### config.mk
export PLATFORM = sky130hd
export DESIGN_NAME = id_ex_reg
export DESIGN_NICKNAME = d
export VERILOG_FILES = /design/src/rtl/cpu_pkg.sv /design/src/rtl/hazard_bypass.sv /design/src/rtl/id_ex_reg.sv
export SDC_FILE = /design/constraint.sdc
export NUM_CORES = 1
export LEC_CHECK = 0
export CAP_MARGIN = 30
export CORE_AREA = 2 2 151 153
export DETAILED_ROUTE_END_ITERATION = 7
export DIE_AREA = 0 0 153 155
export GPL_ROUTABILITY_DRIVEN = 0
export GPL_TIMING_DRIVEN = 0
export MAX_ROUTING_LAYER = met4
export PLACE_DENSITY = 0.67
export SETUP_SLACK_MARGIN = 0.2
export SYNTH_ARGS = -nofsm -noshare
export SYNTH_HDL_FRONTEND = slang
export SYNTH_SLANG_ARGS = --single-unit
### constraint.sdc
create_clock -name clk -period 21.2 [get_ports clk]
set_input_delay 5.3 -clock clk [delete_from_list [all_inputs] [get_ports clk]]
set_output_delay 5.3 -clock clk [all_outputs]
set_load 0.02 [all_outputs]
### src/rtl/cpu_pkg.sv
// Shared pipeline encodings: write-destination selects, ALU operation codes
// and the packed control bundle carried from ID into EX.
package cpu_pkg;

    localparam logic [1:0] REGDST_RA = 2'b00;
    localparam logic [1:0] REGDST_RT = 2'b01;
    localparam logic [1:0] REGDST_RD = 2'b10;

    typedef enum logic [3:0] {
        ALU_ADD  = 4'd0,
        ALU_SUB  = 4'd1,
        ALU_AND  = 4'd2,
        ALU_OR   = 4'd3,
        ALU_XOR  = 4'd4,
        ALU_NOR  = 4'd5,
        ALU_SLT  = 4'd6,
        ALU_SLTU = 4'd7,
        ALU_SLL  = 4'd8,
        ALU_SRL  = 4'd9,
        ALU_SRA  = 4'd10,
        ALU_LUI  = 4'd11
    } alu_op_e;

    typedef struct packed {
        logic       regWrite;
        logic       memtoReg;
        logic       memRead;
        logic       memWrite;
        logic       aluSrc;
        logic       wrRegData;
        logic [1:0] regDst;
        logic [3:0] aluOp;
    } ctrl_t;

    // A bubble writes nothing, touches no memory and selects the default ALU op.
    localparam ctrl_t CTRL_BUBBLE = '{
        regWrite:  1'b0,
        memtoReg:  1'b0,
        memRead:   1'b0,
        memWrite:  1'b0,
        aluSrc:    1'b0,
        wrRegData: 1'b0,
        regDst:    REGDST_RA,
        aluOp:     ALU_ADD
    };

endpackage

### src/rtl/hazard_bypass.sv
// Load-use hazard detection and write-back bypass selection for the operands
// entering EX; purely combinational.
module hazard_bypass #(
    parameter int DATA_W = 32,
    parameter int REG_W  = 5
) (
    input  logic              validE,
    input  logic              memReadE,
    input  logic [REG_W-1:0]  rtE,
    input  logic              validD,
    input  logic [REG_W-1:0]  rsD,
    input  logic [REG_W-1:0]  rtD,
    input  logic [DATA_W-1:0] readData1D,
    input  logic [DATA_W-1:0] readData2D,
    input  logic              wbWrite,
    input  logic [REG_W-1:0]  wbReg,
    input  logic [DATA_W-1:0] wbData,
    output logic              stallD,
    output logic [DATA_W-1:0] dataA,
    output logic [DATA_W-1:0] dataB
);

    logic wbLive;

    // Register 0 is hardwired, so a write-back to it never needs forwarding.
    assign wbLive = wbWrite && (wbReg != '0);

    assign stallD = validE && memReadE && (rtE != '0) && validD &&
                    ((rtE == rsD) || (rtE == rtD));

    assign dataA = (wbLive && (wbReg == rsD)) ? wbData : readData1D;
    assign dataB = (wbLive && (wbReg == rtD)) ? wbData : readData2D;

endmodule

### src/rtl/id_ex_reg.sv
// ID/EX pipeline register: captures the decoded instruction, inserts bubbles
// on flush or load-use stall, and counts load-use stall cycles.
module id_ex_reg #(
    parameter int DATA_W = 32,
    parameter int REG_W  = 5
) (
    input  logic              clk,
    input  logic              reset,
    input  logic [DATA_W-1:0] readData1D,
    input  logic [DATA_W-1:0] readData2D,
    input  logic [REG_W-1:0]  rsD,
    input  logic [REG_W-1:0]  rtD,
    input  logic [REG_W-1:0]  rdD,
    input  logic [DATA_W-1:0] immD,
    input  logic [DATA_W-1:0] pcD,
    input  logic              validD,
    input  logic              RegWriteD,
    input  logic              MemtoRegD,
    input  logic              MemReadD,
    input  logic              MemWriteD,
    input  logic              ALUSrcD,
    input  logic              WrRegDataD,
    input  logic [1:0]        RegDstD,
    input  logic [3:0]        ALUOpD,
    input  logic              flushE,
    input  logic              wbWrite,
    input  logic [REG_W-1:0]  wbReg,
    input  logic [DATA_W-1:0] wbData,
    output logic [REG_W-1:0]  rsE,
    output logic [REG_W-1:0]  rtE,
    output logic [REG_W-1:0]  rdE,
    output logic [DATA_W-1:0] dataAE,
    output logic [DATA_W-1:0] dataBE,
    output logic [DATA_W-1:0] immE,
    output logic [DATA_W-1:0] pcE,
    output logic              RegWriteE,
    output logic              MemtoRegE,
    output logic              MemReadE,
    output logic              MemWriteE,
    output logic              ALUSrcE,
    output logic              WrRegDataE,
    output logic [1:0]        RegDstE,
    output logic [3:0]        ALUOpE,
    output logic              validE,
    output logic              stallD,
    output logic [31:0]       stallCount
);

    import cpu_pkg::*;

    ctrl_t             ctrlD;
    ctrl_t             ctrlE;
    logic [DATA_W-1:0] dataA;
    logic [DATA_W-1:0] dataB;

    assign ctrlD = {RegWriteD, MemtoRegD, MemReadD, MemWriteD, ALUSrcD,
                    WrRegDataD, RegDstD, ALUOpD};

    assign {RegWriteE, MemtoRegE, MemReadE, MemWriteE, ALUSrcE,
            WrRegDataE, RegDstE, ALUOpE} = ctrlE;

    hazard_bypass #(
        .DATA_W (DATA_W),
        .REG_W  (REG_W)
    ) u_hazard_bypass (
        .validE     (validE),
        .memReadE   (ctrlE.memRead),
        .rtE        (rtE),
        .validD     (validD),
        .rsD        (rsD),
        .rtD        (rtD),
        .readData1D (readData1D),
        .readData2D (readData2D),
        .wbWrite    (wbWrite),
        .wbReg      (wbReg),
        .wbData     (wbData),
        .stallD     (stallD),
        .dataA      (dataA),
        .dataB      (dataB)
    );

    // Flush outranks stall; either one turns the EX slot into a bubble.
    always_ff @(posedge clk or posedge reset) begin
        if (reset) begin
            validE <= 1'b0;
            ctrlE  <= CTRL_BUBBLE;
            rsE    <= '0;
            rtE    <= '0;
            rdE    <= '0;
            dataAE <= '0;
            dataBE <= '0;
            immE   <= '0;
            pcE    <= '0;
        end else if (flushE || stallD) begin
            validE <= 1'b0;
            ctrlE  <= CTRL_BUBBLE;
            rsE    <= '0;
            rtE    <= '0;
            rdE    <= '0;
            dataAE <= '0;
            dataBE <= '0;
            immE   <= '0;
            pcE    <= '0;
        end else begin
            validE <= validD;
            ctrlE  <= ctrlD;
            rsE    <= rsD;
            rtE    <= rtD;
            rdE    <= rdD;
            dataAE <= dataA;
            dataBE <= dataB;
            immE   <= immD;
            pcE    <= pcD;
        end
    end

    // A flushed stall cycle is not counted: the redirect wins that cycle.
    always_ff @(posedge clk or posedge reset) begin
        if (reset) begin
            stallCount <= '0;
        end else if (stallD && !flushE && (stallCount != 32'hFFFF_FFFF)) begin
            stallCount <= stallCount + 32'd1;
        end
    end

endmodule

==> impl_metrics.ini <==
[global_routing]
grt_max_degree = 123
grt_overflow_total = 0
grt_pass1_vias = 6113
grt_pass1_wl_microns = 34620
grt_use_total_pct = 19.72
antenna_found_initial = 1

[sta]
tightest_slew_ps = 880.7
min_period_over_period_pct = 60.38
setup_viol = 0
finalCriticalPeriod_ps = 12800
drv_slew = 0
rsz0062_at_grt = false
max_freq_mhz = 78.13
hold_violations = 0
whs_ps = 502.1
tns_ps = 0
slew_headroom_pct = 40.80
skew_ps = 14.39

[place]
portBuffers = 385
place_area_sq_um = 11630
post-dp-hpwl_microns = 17580

[detailed_routing]
avgViaCountPerCell = 4.491
drc = 0
wl_met2_microns = 11410
drt_iter0_drc = 234
route.top_layer_used = met4
first_pass_iters = 4
vias = 5793
wire_per_inst_microns = 17.74
wl_microns = 22880
wl_met3_microns = 1627
drt-met1-wl_microns = 9026
antenna_left = 0

[pwr]
powerDensity_nw_per_um2 = 67.94
vdd_drop_max_mv = 0.04983
leakagePower_nw = 5.139

[final_layout]
fill_cells = 1966
seqCellArea_sq_um = 4705
final_layout_size_suffix_gt1_share_pct = 6.076
fin_util_pct = 55.00
nets = 1189
final_cell_area_sq_um = 12220
syn_to_final_growth_pct = 65.56
multi_input_area_sq_um = 2504

[floorplan]
initial_core_util_pct = 33.22
num_rows = 55
core_sq_um = 22230
die_h_microns = 155
io_pins = 386
dieArea_sq_um = 23720
die_x_microns = 153

[cts]
ctsLongestPathBuffers = 2
clk_latency_ps = 430
cts_tree = yes
hold_buffers = 0
cts.repair.resized = 0
cts_sinks = 188
htree_levels = 4
cts.root.buffer_cell = clkbuf_16
clk_pin_slew_ps = 70
post_cts_buffers = 0
cts_made_buffers = 17

[critical_path]
path_cells = clkdlybuf4s50_1, xnor2_1, nand3_1, o22ai_1, nand2_1, inv_1, clkdlybuf4s50_1
cp_data_arrival_time_ps = 7500
r2r_end = dataAE[8]
r2r_cells = 8
worst-path-buf-inv = 3
cp_slowest_cell = clkdlybuf4s50_1
start_kind = primary input
cp_top_family = buffers and inverters
critical-path-max-stage-delay_ps = 650
worstSetupPathType = in -> out
r2r-start = rtE[0]
cpMostUsedCell = clkdlybuf4s50_1
required_ps = 15900
crit_fanout = 6
r2r_setup_slack_ps = 18870
end_kind = output pin

[min_path]
hp-start = stallCount[7]
min_path_type = reg -> reg
holdPathStages = 1
holdPathEnd = stallCount[7]

[synthesis]
ys_ff_latch = 188
synthesis.nets = 784
yosysUniqueCellTypes = 35
yosysSeqAreaShare_pct = 63.72
syn_area_sq_um = 7383
syn-instance-count = 586
synth_area_per_cell_sq_um = 12.60
yosys_warnings = 0

[status]
outcome = finished, final reports clean

[run]
maxCapViolations = 0
-- cell usage in the layout (no fill, tap or decap), types with 7 or more instances in the layout --
cell,Yosys,layout
clkbuf_16,0,17
dfrtp_1,188,188
buf_6,7,7
and2_1,92,92
clkbuf_1,10,11
xnor2_1,38,38
nor2_1,79,79
clkdlybuf4s50_1,0,385
nand4_1,10,10
buf_2,8,8
xor2_1,12,12
mux2i_1,65,65
nand2_1,20,20
nand3_1,16,16
-- cells in the mapped netlist (all sizes together) --
master	n	area share [%]
a21oi	2	0.14
and2	92	7.8
and3	4	0.37
and3b	1	0.12
and4	3	0.39
and4b	1	0.14
buf	15	1.6
clkbuf	10	0.51
dfrtp	188	64
ha	1	0.17
inv	5	0.25
mux2	1	0.20
mux2i	65	8.8
nand2	20	1.0
nand2b	1	0.085
nand3	16	1.1
nand4	13	1.5
nor2	79	4.0
nor3	6	0.56
nor4	7	0.97
nor4b	2	0.24
o21ai	1	0.12
o22ai	1	0.085
or2b	1	0.10
or4	1	0.10
xnor2	38	4.5
xor2	12	1.4
-- layer usage --
layer,up-vias,GRT usage [%]
li1,2726,-
met3,40,5.710
met2,279,32.46
met4,0,8.598
met5,-,-
met1,2748,22.60
-- logic make-up (layout without fill, tap and decap cells) --
group	count (synthesis)	in the layout	share of synthesized area, %
buffers and inverters	30	448	2.373
AO/OA/AOI/OAI	4	4	0.3390
multiplexers	66	66	9.015
other	0	1	0
flip-flops	188	188	63.72
AND/OR/NAND/NOR	247	247	18.45
adder cells (fa/ha/maj)	1	1	0.1694
XOR/XNOR	50	50	5.931
-- final cells by class --
| class | instances | share of cell area, % |
|---|---|---|
| clock inverter | 13 | 1.228 |
| antenna | 1 | 0.02047 |
| sequential | 188 | 38.49 |
| tap | 285 | 2.917 |
| buffer | 25 | 1.279 |
| multi-input combinational | 368 | 20.48 |
| inverter | 5 | 0.2149 |
| clock buffer | 19 | 3.623 |
| timing repair buffer | 386 | 31.75 |
-- per-stage QoR --
| step | setup WS [ps] | cells | total power (W) |
|---|---|---|---|
| final | 8401 | 1290 | 0.0008305 |
| after floorplan | 9820 | 586 | 0.0004347 |
| after global placement | 8098 | 1256 | 0.0005155 |
| after CTS | 8355 | 1289 | 0.0008424 |
| after global routing | 8236 | 1290 | 0.0008660 |
| after detailed placement | 8365 | 1257 | 0.0005174 |
-- power breakdown --
| part | internal, W | switching, W | total, W |
|---|---|---|---|
| logic | 0.0000715 | 0.0000577 | 0.000129 |
| registers | 0.000374 | 0.00000500 | 0.000379 |
| clock network | 0.000171 | 0.000152 | 0.000322 |
| total | 0.000616 | 0.000214 | 0.000830 |
-- registers in the layout (all words and copies together), names as in the netlist, 2 cells and up --
register	flops
dataBE	32
dataAE	32
rtE	5
RegDstE	2
immE	32
ALUOpE	4
pcE	32
stallCount	32
rdE	5
rsE	5
-- worst max-delay path by stage --
stage,startpoint,endpoint,slack (ps),cells past startpoint
detailed placement,rtD[4],stallD,8360,7
CTS,rtD[4],stallD,8360,7
floorplan,rtD[4],stallD,9820,5
global placement,reset,immE[31],8100,2
finish,rtD[4],stallD,8400,7
global route,rtD[4],stallD,8240,7
Power figures use the tool's default switching activity.
